**config.mk**
```make
export PLATFORM = sky130hd
export DESIGN_NAME = count_ture_bcd
export DESIGN_NICKNAME = d
export VERILOG_FILES = /design/src/rtl/count_ture_bcd.sv
export SDC_FILE = /design/constraint.sdc
export NUM_CORES = 1
export LEC_CHECK = 0
export CAP_MARGIN = 30
export CORE_UTILIZATION = 45
export CTS_CLUSTER_DIAMETER = 40
export CTS_CLUSTER_SIZE = 30
export DETAILED_ROUTE_END_ITERATION = 8
export GPL_TIMING_DRIVEN = 0
export PLACE_DENSITY = 0.83
export REMOVE_ABC_BUFFERS = 1
export SLEW_MARGIN = 10
export SYNTH_ARGS = -nofsm -noshare
export SYNTH_HDL_FRONTEND = slang
export SYNTH_SLANG_ARGS = --single-unit
```
**constraint.sdc**
```tcl
create_clock -name tact -period 1.7 [get_ports tact]
set_input_delay 0.34 -clock tact [delete_from_list [all_inputs] [get_ports tact]]
set_output_delay 0.34 -clock tact [all_outputs]
set_load 0.05 [all_outputs]
```
**src/rtl/count_ture_bcd.sv**
```systemverilog
// ---------------------------------------------------------------------------
// count_ture_bcd
//
// Lap counter for the line-follower car. The raw lap-marker sensor is
// synchronised into the tact domain and its rising edge detected. Accepted
// laps increment a multi-digit BCD register that drives the 7-segment
// decoders directly.
//
// Parameters:
//   DIGITS       number of BCD digits (1..6)
//   HOLDOFF_CYC  cycles after an accepted lap during which edges are ignored
//                (>= 1; only used when COUNT_TURE_BCD_HOLDOFF_EN is defined)
//   SATURATE     0 = wrap to zero past all-nines, 1 = stick at all-nines
//
// Ports:
//   tact        system clock, rising edge
//   reset_n     synchronous active-low reset
//   lap_in      raw lap-marker sensor, asynchronous to tact
//   enable      1 = accept laps, 0 = edges are discarded
//   clear       synchronous count clear, active high
//   bcd         packed BCD count, digit i in [4i+3:4i], units in [3:0]
//   lap_strobe  one-cycle pulse whenever a lap changes the count
//   overflow    sticky flag, set when a lap arrives at all-nines
//
// Configuration macro: COUNT_TURE_BCD_HOLDOFF_EN
//   defined   -> hold-off counter built, re-triggers inside the window rejected
//   undefined -> no hold-off counter, every enabled synchronised edge counts
// ---------------------------------------------------------------------------
module count_ture_bcd #(
    parameter int DIGITS      = 2,
    parameter int HOLDOFF_CYC = 25_000_000,
    parameter bit SATURATE    = 1'b0
) (
    input  logic                  tact,
    input  logic                  reset_n,
    input  logic                  lap_in,
    input  logic                  enable,
    input  logic                  clear,
    output logic [4*DIGITS-1:0]   bcd,
    output logic                  lap_strobe,
    output logic                  overflow
);

    // Parameter guard: a zero-length hold-off has no meaning, and the
    // counter width below would collapse. Nothing is generated here.
    if (HOLDOFF_CYC < 1) begin : g_holdoff_cyc_invalid
    end

    logic                s1_q, s2_q, s3_q;
    logic [4*DIGITS-1:0] bcd_q, bcd_d, bcd_inc;
    logic                lap_strobe_q, lap_strobe_d;
    logic                overflow_q, overflow_d;
    logic                carry;
    logic                at_max;
    logic                rise;
    logic                ho_idle;
    logic                accept;

`ifdef COUNT_TURE_BCD_HOLDOFF_EN
    localparam int HO_W = $clog2(HOLDOFF_CYC + 1);
    logic [HO_W-1:0] ho_q, ho_d;

    assign ho_idle = (ho_q == '0);
`else
    assign ho_idle = 1'b1;
`endif

    assign rise   = s2_q & ~s3_q;
    assign accept = rise & enable & ~clear & ho_idle;

    // Ripple the +1 through the digits. If the carry falls out of the top
    // digit every digit was 9, which is exactly the all-nines condition,
    // and bcd_inc is then all zeros.
    always_comb begin
        bcd_inc = bcd_q;
        carry   = 1'b1;
        for (int i = 0; i < DIGITS; i++) begin
            if (carry) begin
                if (bcd_q[4*i +: 4] == 4'd9) begin
                    bcd_inc[4*i +: 4] = 4'd0;
                end else begin
                    bcd_inc[4*i +: 4] = bcd_q[4*i +: 4] + 4'd1;
                    carry             = 1'b0;
                end
            end
        end
        at_max = carry;
    end

    // Next-state for count, strobe and flag. Clear outranks a lap in the
    // same cycle; a saturating counter at all-nines still flags overflow
    // but neither changes the count nor strobes.
    always_comb begin
        bcd_d        = bcd_q;
        lap_strobe_d = 1'b0;
        overflow_d   = overflow_q;
        if (clear) begin
            bcd_d      = '0;
            overflow_d = 1'b0;
        end else if (accept) begin
            if (at_max) begin
                overflow_d = 1'b1;
                if (!SATURATE) begin
                    bcd_d        = bcd_inc;
                    lap_strobe_d = 1'b1;
                end
            end else begin
                bcd_d        = bcd_inc;
                lap_strobe_d = 1'b1;
            end
        end
    end

`ifdef COUNT_TURE_BCD_HOLDOFF_EN
    // The hold-off reloads on every accepted lap, including a saturated
    // one, and otherwise runs down to zero whether or not enable is high.
    always_comb begin
        ho_d = ho_q;
        if (clear) begin
            ho_d = '0;
        end else if (accept) begin
            ho_d = HO_W'(HOLDOFF_CYC);
        end else if (ho_q != '0) begin
            ho_d = ho_q - HO_W'(1);
        end
    end
`endif

    // All state registers. The synchroniser chain is left alone by clear
    // so a level already high is never re-detected as a new edge.
    always_ff @(posedge tact) begin
        if (!reset_n) begin
            s1_q         <= 1'b0;
            s2_q         <= 1'b0;
            s3_q         <= 1'b0;
            bcd_q        <= '0;
            lap_strobe_q <= 1'b0;
            overflow_q   <= 1'b0;
`ifdef COUNT_TURE_BCD_HOLDOFF_EN
            ho_q         <= '0;
`endif
        end else begin
            s1_q         <= lap_in;
            s2_q         <= s1_q;
            s3_q         <= s2_q;
            bcd_q        <= bcd_d;
            lap_strobe_q <= lap_strobe_d;
            overflow_q   <= overflow_d;
`ifdef COUNT_TURE_BCD_HOLDOFF_EN
            ho_q         <= ho_d;
`endif
        end
    end

    assign bcd        = bcd_q;
    assign lap_strobe = lap_strobe_q;
    assign overflow   = overflow_q;

endmodule
```
-- Word-level counts from Yosys, hierarchy flattened
Cells that the tools add are included.
- register bits after elaboration: 13
- output and inout port bits: 10
- $add $sub $neg: 2
- eq/ne operators: 2
- muxes and demuxes: 6
- bitwise gates (word level): 6
- reduce and logical (&&, ||, !) cells: 3
- operators with widths (kind ; number):
    adder 4 x 1 -> 4 bit, second input constant ; 2
    equality test 4 bit, second input constant ; 2
    2-to-1 mux 4 bit ; 2
    2-to-1 mux 1 bit ; 4
    AND reduction 2 bit ; 2
    AND 1 bit ; 3
    NOT 1 bit ; 3
    OR reduction 2 bit ; 1

-- Longest topological paths before layout
Gate-level depths: netlist (run 1).
- word-level depth: 5
- mapped depth: 4
- mapped depth without buffers: 3

-- Worst setup path after synthesis (run 1)
Ideal clock, no wire load.
- kind: register to register
- from: register bcd_q[0] (netlist: bcd[0])
- to: register bcd_q[4] (netlist: bcd[4])
- data arrival time: 1.602 ns
- setup slack: 0.028 ns
- stages on the path, launching flop included: 4
- clock period less this slack: 1.672 ns
- cells stage by stage: dfxtp_1 > or3b_1 > or4_1 > a21oi_1
- longest elaborated chain between the ends: 3
- RTL lines (element ; line ; text):
    start: declaration ; 50 ; logic [4*DIGITS-1:0] bcd_q, bcd_d, bcd_inc;
    start signal: assignment ; 136 ; bcd_q <= '0;
    start signal: assignment ; 146 ; bcd_q <= bcd_d;
    equality test 4 bit ; 79 ; if (bcd_q[4*i +: 4] == 4'd9) begin
    2-to-1 mux 1 bit ; 79 ;
    AND reduction 2 bit (no line) ; - ;
No other way between the ends.
A chain may end at the register's enable or synchronous reset.

-- Worst setup path after layout (run 1)
- from: register bcd_q[2] (netlist: bcd[2])
- to: output bcd[2]
- RTL lines (element ; line ; text):
    end: declaration ; 39 ; output logic [4*DIGITS-1:0] bcd,
No word-level cell between the ends.

==> results of run 1 <==
-- layout by cell type, fill, tap and decap left out, types with 2 or more instances in the layout --
cell type,synthesis,routed
nand2b_1,3,3
and4bb_2,2,2
dlygate4sd2_1,0,10
or4_1,2,2
clkbuf_4,0,3
inv_1,2,2
and2_1,4,4
nor2_1,3,3
clkdlybuf4s50_1,0,4
dfxtp_1,13,13
a21oi_1,6,6
a211o_1,3,3
nand2_1,2,2
o31ai_1,3,3
xnor2_1,2,2
-- cell type report --
class	instances	area (um2)	area share, %
Clock buffer	4	26.3	3.43
Multi-Input combinational cell	47	328	42.7
Tap cell	14	17.5	2.28
Inverter	2	7.51	0.979
Sequential cell	13	260	33.9
Timing Repair Buffer	14	128	16.6
-- state kept, by name (all words and copies together) (netlist names) --
signal	cells
overflow	1
s1_q	1
s3_q	1
bcd	8
s2_q	1
lap_strobe	1
-- power by group through the flow --
stage                     Sequential, uW  Clock [uW]  Combinational (uW)
after floorplan                      318           0                12.9
after global placement               317           0                30.4
after detailed placement             317           0                31.2
after CTS                            310         196                30.9
after global routing                 310         209                34.1
final                                310         190                31.1
-- per-stage QoR --
step	total power [uW]	TNS [ps]	util (%)	hold slack (ps)	cells
5_1_grt	553	0	64.7	465	94
4_1_cts	536	0	64.7	451	94
2_1_floorplan	331	0	-	412	62
6_report	531	0	64.7	440	94
3_3_place_gp	347	-214	63.5	417	90
3_5_place_dp	348	-286	63.5	433	90
-- logic make-up after synthesis --
logic type	Yosys count	synth area share [%]
simple gates	28	31.8
xor+xnor	2	2.89
buf+inv	3	3.09
flops	13	42.9
mux	1	1.65
compound gates	16	17.7
-- path summary, 6_finish.rpt --
path              slack (ps)     end  cells past startpoint
setup / recovery          80  bcd[2]                      1
hold / removal           440    s2_q                      1
setup reg to reg         250  bcd[4]                      3
hold reg to reg          440    s2_q                      1
-- metal layers --
metal | up-vias | share of wire [%] | GRT usage (%)
li1 | 272 | - | -
met1 | 262 | 46 | 24.9
met2 | 11 | 48 | 35.8
met3 | 4 | 3.9 | 8.67
met4 | 0 | 1.7 | 12.9
met5 | - | 0 | 0
-- repair_timing --
action	in CTS	in global routing
setup endpoints to repair	10	0
resized for setup	10	0
setup buffers	0	0
==> key figures, run 1 <==
Clock network
  • H-tree levels: 1
  • CTS tree: done
  • Clock transition at path regs: 80 ps
  • Clock Tree Buf Depth: 2
  • Root Driver: clkbuf_4
  • Clk sinks: 13
  • CTS Buf Count: 3
  • Worst skew pair latency: 280 ps
  • Hold_buf cts: 0

Critical path
  • Worst path max stage delay: 560 ps
  • Worst Path Max Fanout: 7
  • CP max stage cell: dlygate4sd2_1
  • Crit path launch: bcd[2]
  • WP data arrival: 1280 ps
  • Setup crit end kind: primary output
  • R2R Path Start: bcd[0]
  • Worst path cell trace: dlygate4sd2_1
  • Critical Path RT: 1360 ps
  • CP top delay family: buffers and inverters
  • CP bufs+invs: 1
  • Setup crit start kind: register
  • Type of the worst setup path: reg -> out

Finish
  • Antenna Cells: 0
  • Area grow syn2layout: 26.4%
  • # fillers: 112
  • Layout cells sized above 1: 8.75%
  • Fin area: 767 um2
  • Final nets: 86

Power
  • Combinational share of power: 5.9%
  • Internal power: 414 uW
  • Leakage: 0.000307 uW
  • Seq pwr share: 58.3%
  • Peak VDD IR: 0.000514 V
  • Switching power of the nets: 116 uW
  • Sw frac: 21.9%
  • Pwr dens: 692 nW/um2
  • Clock power share: 35.8%

Synth
  • Cell count after synthesis: 63
  • Seq cells post-synth: 13
  • Largest cells by area after synthesis: dfxtp_1 (43%), a21oi_1 (4.9%), a211o_1 (4.3%)
  • Seq/Total Area, Yosys: 42.9%
  • Main synth FF type: dfxtp_1
  • Ys async rst share: 0%
  • Cell area after synthesis: 607 um2
  • Count leader, synth: dfxtp_1
  • Commonest cells in the netlist: dfxtp_1 (13), a21oi_1 (6), and2_1 (4)
  • Post-synth EDFFs: 0
  • Yosys warnings: 0
  • Top cell type's share of synthesized area: 42.9%
  • Cell taking the most area after synthesis: dfxtp_1
  • Avg Cell Area, Syn: 9.63 um2
  • Yosys cell types: 30

Route
  • DR vias/cell: 5.84
  • Drt initial violations: 9
  • Routed WL: 1.28 mm
  • Via count: 549
  • Drt wl/cell: 13.7 um
  • Pre-antenna DRT Iters: 4
  • Drc violations: 0
  • Antenna Nets Post-Route: 0

Min path
  • Hold Crit Start: s1_q
  • Hold Crit Class: reg -> reg

Global route
  • Vias in the first global route: 498
  • Global Route Usage Sum: 22.4%
  • Antenna violations before repair: 0
  • Gr ovfl total: 0
  • Largest net degree at the start of global routing: 10
  • First-pass GRT wire length: 2.22 mm

Timing
  • PnR worst setup slack: 82.1 ps
  • Slew margin rel.: 67.7%
  • Fin crit period: 1620 ps
  • Tcrit/Tclk final: 95.2%
  • Slew @ Worst Pin: 486 ps
  • RSZ-0062 raised after global routing: false
  • Slew Limit Fails: 0
  • Setup violators final: 0
  • Clk_skew: 5.51 ps
  • Final Hold Viols: 0
  • Fmax: 0.618 GHz

Place
  • Area after DPL: 753 um2
  • RD Place Congestion: 0.803
  • Post-DP HPWL: 896 um
  • IO buf count: 14
  • DP Worst Slack: -145 ps

Die
  • Die Wd: 38.7 um
  • Die area: 1500 um2
  • Initial Util: 51.2%
  • # IOs: 15
  • Core area: 1190 um2
  • Die Ht: 38.7 um
  • Num rows: 12

Flow run
  • Max Cap Violations: 0

Outcome
  • Status: complete, no violations
Power figures use the tool's default switching activity.
==> inputs of run 2 (changes only) <==
==> constraint.sdc (replaced) <==
create_clock -name tact -period 1.7 [get_ports tact]
set_input_delay 0.255 -clock tact [delete_from_list [all_inputs] [get_ports tact]]
set_output_delay 0.255 -clock tact [all_outputs]
set_load 0.05 [all_outputs]
==> run 2 against run 1 <==
- die area stayed put
- hold slack stayed put
- non-clock buffer count stayed put
- critical endpoint unchanged
==> key figures, run 2 (synthesized netlist as in run 1, its figures left out) <==
Global route
  • Vias in the first global route: 498 (unchanged)
  • First-pass GRT wire length: 2.22 mm (unchanged)
  • Largest net degree at the start of global routing: 10 (unchanged)
  • Gr ovfl total: 0 (unchanged)
  • Global Route Usage Sum: 22.4% (unchanged)
  • Antenna violations before repair: 0 (unchanged)

Finish
  • Antenna Cells: 0 (unchanged)
  • Multi-input logic area: 328 um2 (unchanged)
  • Layout cells sized above 1: 8.75% (unchanged)
  • Fin area: 774 um2 (was 767 um2)
  • Register area: 260 um2 (unchanged)
  • Commonest non-fill, non-tap cell in the layout: dfxtp_1 (unchanged)
  • Final nets: 86 (unchanged)
  • Area grow syn2layout: 27.6% (was 26.4%)
  • Number of flip-flops in the largest register: 8 (unchanged)
  • Final core utilization: 65.3% (was 64.7%)
  • # fillers: 112 (unchanged)
  • Leading cell types in the layout, fill and taps excluded: dfxtp_1 (13), dlygate4sd2_1 (8), a21oi_1 (6) (was dfxtp_1 (13), dlygate4sd2_1 (10), a21oi_1 (6))

Place
  • RD Place Congestion: 0.803 (unchanged)
  • Area after DPL: 753 um2 (unchanged)
  • Post-DP HPWL: 896 um (unchanged)
  • IO buf count: 14 (unchanged)

Critical path
  • RR Endpoint: bcd[4] (unchanged)
  • Setup crit start kind: register (unchanged)
  • Setup crit end kind: primary output (unchanged)
  • CP top delay family: buffers and inverters (unchanged)
  • Critical Path RT: 1440 ps (was 1360 ps)
  • R2R Path Start: bcd[0] (unchanged)
  • Worst path max stage delay: 560 ps (about the same)
  • R2r setup slk: 250 ps (about the same)
  • Worst path depth: 1 (unchanged)
  • WP data arrival: 1280 ps (about the same)
  • CP bufs+invs: 1 (unchanged)
  • Type of the worst setup path: reg -> out (unchanged)
  • CP max stage cell: dlygate4sd2_1 (unchanged)
  • Reg2reg path depth: 3 (unchanged)
  • Worst path cell trace: dlygate4sd2_1 (unchanged)
  • Worst Path Max Fanout: 7 (unchanged)

Clock network
  • Clock transition at path regs: 80 ps (about the same)
  • CTS tree: done (unchanged)
  • H-tree levels: 1 (unchanged)
  • Clock Tree Buf Depth: 2 (unchanged)
  • Number of setup buffers added after CTS: 0 (unchanged)
  • Clk sinks: 13 (unchanged)
  • Hold_buf cts: 0 (unchanged)
  • Root Driver: clkbuf_4 (unchanged)
  • Worst skew pair latency: 280 ps (about the same)
  • CTS Buf Count: 3 (unchanged)

Timing
  • RSZ-0062 raised after global routing: false (unchanged)
  • Hold_ws: 440 ps (unchanged)
  • Final Hold Viols: 0 (unchanged)
  • Tcrit/Tclk final: 90.2% (was 95.2%)
  • Fin crit period: 1530 ps (was 1620 ps)
  • Fmax: 0.652 GHz (was 0.618 GHz)
  • Slew margin rel.: 66.8% (was 67.7%)
  • Slew @ Worst Pin: 498 ps (was 486 ps)
  • Clk_skew: 5.51 ps (unchanged)
  • Setup violators final: 0 (unchanged)
  • Slew Limit Fails: 0 (unchanged)

Power
  • Seq pwr share: 58.3% (about the same)
  • Peak VDD IR: 0.000514 V (about the same)
  • Leakage: 0.000335 uW (was 0.000307 uW)
  • Clock power share: 35.8% (about the same)
  • Pwr dens: 685 nW/um2 (was 692 nW/um2)
  • Sw frac: 21.9% (about the same)
  • Internal power: 415 uW (was 414 uW)
  • Switching power of the nets: 116 uW (about the same)
  • Combinational share of power: 5.9% (about the same)
  • Overall power: 531 uW (about the same)

Outcome
  • Status: complete, no violations (unchanged)

Die
  • Num rows: 12 (unchanged)
  • # IOs: 15 (unchanged)
  • Core area: 1190 um2 (unchanged)
  • Die Ht: 38.7 um (unchanged)
  • Die Wd: 38.7 um (unchanged)
  • Initial Util: 51.2% (unchanged)
  • Die area: 1500 um2 (unchanged)

Min path
  • Hold Crit Start: s1_q (unchanged)
  • Hold Path Cell Cnt: 1 (unchanged)
  • Hold Crit Class: reg -> reg (unchanged)
  • Worst Hold End: s2_q (unchanged)

Route
  • Antenna Nets Post-Route: 0 (unchanged)
  • Drt initial violations: 9 (unchanged)
  • Pre-antenna DRT Iters: 4 (unchanged)
  • Drc violations: 0 (unchanged)
  • Routed WL: 1.29 mm (was 1.28 mm)
  • Drt wl/cell: 13.7 um (about the same)
  • DR vias/cell: 5.84 (unchanged)
  • Via count: 549 (unchanged)

Flow run
  • Max Cap Violations: 0 (unchanged)
-- run 2: changes by cell type in the layout (fill, tap and decap cells not counted) --
| cell | delta |
|---|---|
| dlymetal6s2s_1 | +2 |
| dlygate4sd2_1 | -2 |
-- run 2: how the worst max path moves through the flow --
stage	from	end
3_3_place_gp	clear	bcd[4]
5_1_grt	bcd[2]	bcd[2]
4_1_cts	overflow	overflow
3_5_place_dp	clear	bcd[4]
2_1_floorplan	bcd[0]	bcd[4]
6_report	bcd[2]	bcd[2]
-- run 2: through the flow --
stage	std cells	setup WS, ps	setup TNS, ps
global placement	90	-54.6	-54.6
floorplan	62	26.5	0
finish	94	167	0
CTS	94	27.9	0
global route	94	134	0
detailed placement	90	-60.0	-60.0
-- run 2: area by class of cell --
cell class / count / area share (%)
Multi-Input combinational cell: 47 / 42.3
Sequential cell: 13 / 33.6
Timing Repair Buffer: 14 / 17.4
Clock buffer: 4 / 3.39
Tap cell: 14 / 2.26
Inverter: 2 / 0.969
-- run 2: power by group through the flow --
| stage | Sequential (uW) | Combinational, uW | Clock, uW |
|---|---|---|---|
| CTS | 310 | 31.1 | 196 |
| detailed placement | 317 | 31.2 | 0 |
| global route | 310 | 34.2 | 209 |
| floorplan | 318 | 12.9 | 0 |
| global placement | 317 | 30.4 | 0 |
| finish | 310 | 31.3 | 190 |
-- run 2: layer usage --
| metal | vias up | share of wire [%] | GRT usage [%] |
|---|---|---|---|
| li1 | 272 | - | - |
| met3 | 4 | 4.1 | 8.67 |
| met4 | 0 | 1.7 | 12.9 |
| met2 | 11 | 48 | 35.8 |
| met1 | 262 | 46 | 24.9 |
| met5 | - | 0 | 0 |
-- run 2: timing repair --
action,in CTS,in global routing
cloned,0,0
setup endpoints to repair,8,2
resized for setup,8,2
==> inputs of run 3 (changes only) <==
MAX_ROUTING_LAYER = met4   (was unset)
SLEW_MARGIN = 20   (was 10)
clock period = 1.6 ns   (was 1.7 ns; I/O delays follow)
==> run 3 against run 2 <==
- hold slack hardly changed
- sequential power up 6%
- total power is 5.7% higher
- clock skew is essentially flat
- register-to-register slack worse by 100 ps
- highest routed layer is now met3
==> key figures, run 3 (synthesized netlist as in run 1, its figures left out) <==
Route
  • Antenna Nets Post-Route: 0 (unchanged)
  • Drc violations: 0 (unchanged)
  • Metal3 WL: 44 um (was 53 um)
  • Pre-antenna DRT Iters: 4 (unchanged)
  • Routed wire length on met2: 627 um (was 620 um)
  • DR vias/cell: 5.83 (was 5.84)
  • Drt wl/cell: 13.5 um (was 13.7 um)
  • DR top layer: met3 (was met4)
  • WL met1: 594 um (was 592 um)
  • Via count: 548 (was 549)
  • Drt initial violations: 6 (was 9)
  • Routed WL: 1.27 mm (was 1.29 mm)

Die
  • Core area: 1190 um2 (unchanged)
  • # IOs: 15 (unchanged)
  • Num rows: 12 (unchanged)
  • Initial Util: 51.2% (unchanged)
  • Die Wd: 38.7 um (unchanged)
  • Die area: 1500 um2 (unchanged)
  • Die Ht: 38.7 um (unchanged)

Finish
  • Final nets: 86 (unchanged)
  • Antenna Cells: 0 (unchanged)
  • Final core utilization: 64.7% (was 65.3%)
  • # fillers: 112 (unchanged)
  • Commonest non-fill, non-tap cell in the layout: dfxtp_1 (unchanged)
  • Layout cells sized above 1: 8.75% (unchanged)
  • Fin cells: 94 (unchanged)
  • Area grow syn2layout: 26.4% (was 27.6%)
  • Register area: 260 um2 (unchanged)
  • Fin area: 767 um2 (was 774 um2)
  • Leading cell types in the layout, fill and taps excluded: dfxtp_1 (13), dlygate4sd2_1 (10), a21oi_1 (6) (was dfxtp_1 (13), dlygate4sd2_1 (8), a21oi_1 (6))
  • Multi-input logic area: 328 um2 (unchanged)
  • Number of flip-flops in the largest register: 8 (unchanged)

Critical path
  • Crit path launch: bcd[2] (unchanged)
  • WP data arrival: 1280 ps (about the same)
  • Worst path cell trace: dlygate4sd2_1 (unchanged)
  • Worst path max stage delay: 560 ps (about the same)
  • CP bufs+invs: 1 (unchanged)
  • CP max stage cell: dlygate4sd2_1 (unchanged)
  • Setup crit start kind: register (unchanged)
  • Worst path depth: 1 (unchanged)
  • Critical Path RT: 1360 ps (was 1440 ps)
  • Reg2reg path depth: 3 (unchanged)
  • Type of the worst setup path: reg -> out (unchanged)
  • R2r setup slk: 150 ps (was 250 ps)
  • CP top delay family: buffers and inverters (unchanged)
  • R2R Path Start: bcd[3] (was bcd[0])
  • RR Endpoint: bcd[4] (unchanged)
  • Setup crit end kind: primary output (unchanged)
  • Worst Path Max Fanout: 7 (unchanged)

Outcome
  • Status: complete, no violations (unchanged)

Timing
  • Final Hold Viols: 0 (unchanged)
  • RSZ-0062 raised after global routing: false (unchanged)
  • Slew Limit Fails: 0 (unchanged)
  • Fmax: 0.659 GHz
  • Clk_skew: 5.48 ps (was 5.51 ps)
  • Fin crit period: 1520 ps
  • Slew @ Worst Pin: 486 ps (was 498 ps)
  • Setup violators final: 0 (unchanged)
  • Tcrit/Tclk final: 94.8%
  • Slew margin rel.: 67.7% (was 66.8%)

Place
  • IO buf count: 14 (unchanged)
  • Post-DP HPWL: 896 um (unchanged)
  • Area after DPL: 753 um2 (unchanged)
  • RD Place Congestion: 0.815 (was 0.803)
  • Placed Cells: 90 (unchanged)

Min path
  • Worst Hold End: s2_q (unchanged)
  • Hold Path Cell Cnt: 1 (unchanged)
  • Hold Crit Start: s1_q (unchanged)
  • Hold Crit Class: reg -> reg (unchanged)

Power
  • Overall power: 561 uW (was 531 uW)
  • Clock power share: 35.5% (was 35.8%)
  • Seq pwr share: 58.6% (was 58.3%)
  • Internal power: 440 uW (was 415 uW)
  • Leakage: 0.000307 uW (was 0.000335 uW)
  • Switching power of the nets: 121 uW (was 116 uW)
  • Combinational share of power: 5.9% (about the same)
  • Peak VDD IR: 0.000547 V (was 0.000514 V)
  • Pwr dens: 731 nW/um2 (was 685 nW/um2)
  • Sw frac: 21.5% (was 21.9%)

Clock network
  • H-tree levels: 1 (unchanged)
  • CTS tree: done (unchanged)
  • CTS Buf Count: 3 (unchanged)
  • Clock transition at path regs: 80 ps (about the same)
  • Worst skew pair latency: 280 ps (about the same)
  • Clk sinks: 13 (unchanged)
  • Root Driver: clkbuf_4 (unchanged)
  • Clock Tree Buf Depth: 2 (unchanged)

Global route
  • Antenna violations before repair: 0 (unchanged)
  • Largest net degree at the start of global routing: 10 (unchanged)
  • Vias in the first global route: 493 (was 498)
  • First-pass GRT wire length: 2.23 mm (was 2.22 mm)
  • Gr ovfl total: 0 (unchanged)
  • Global Route Usage Sum: 23.5% (was 22.4%)

Flow run
  • Max Cap Violations: 0 (unchanged)
run 3: changes by cell type in the layout (fill, tap and decap cells not counted), sizes merged:
cell	change
dlymetal6s2s	-2
dlygate4sd2	+2
run 3: final cells by class:
class | count | area share [%]
Clock buffer | 4 | 3.43
Timing Repair Buffer | 14 | 16.6
Inverter | 2 | 0.979
Tap cell | 14 | 2.28
Multi-Input combinational cell | 47 | 42.7
Sequential cell | 13 | 33.9
run 3: repair_timing:
item,4_1_cts,5_1_grt
resized for setup,10,0
hold buffers,0,0
endpoints found under the setup margin,10,0
buffers inserted,0,0
run 3: worst register-to-register path: cells and delay by family (launching register included):
kind	cells	cell delay [ps]
AOI/OAI and AO/OA	1	150
DFF	1	400
and+or+nand+nor	2	850
run 3: metrics by stage:
step / hold slack, ps / setup slack (ps) / setup TNS, ps
4_1_cts: 451 / 95.4 / 0
3_3_place_gp: 417 / -140 / -214
2_1_floorplan: 362 / -73.5 / -73.5
6_report: 440 / 83.1 / 0
5_1_grt: 465 / 43.9 / 0
3_5_place_dp: 433 / -145 / -286
run 3: worst max path at each step:
stage	to	slack, ps
final	bcd[2]	80
after global routing	bcd[2]	40
after CTS	bcd[2]	100
after detailed placement	bcd[4]	-140
after global placement	bcd[4]	-140
after floorplan	bcd[4]	-70
run 3: power by group through the flow:
stage,Combinational (uW),Clock [uW],Sequential (uW)
finish,33.0,199,329
detailed placement,33.2,0,337
global route,36.4,225,329
floorplan,13.7,0,338
CTS,32.9,208,329
global placement,32.3,0,336
run 3: per-layer routing:
| metal | track usage [%] | vias up |
|---|---|---|
| li1 | - | 268 |
| met1 | 25.6 | 265 |
| met2 | 35.4 | 15 |
| met3 | 10.4 | 0 |
| met4 | 12.9 | 0 |
| met5 | - | - |
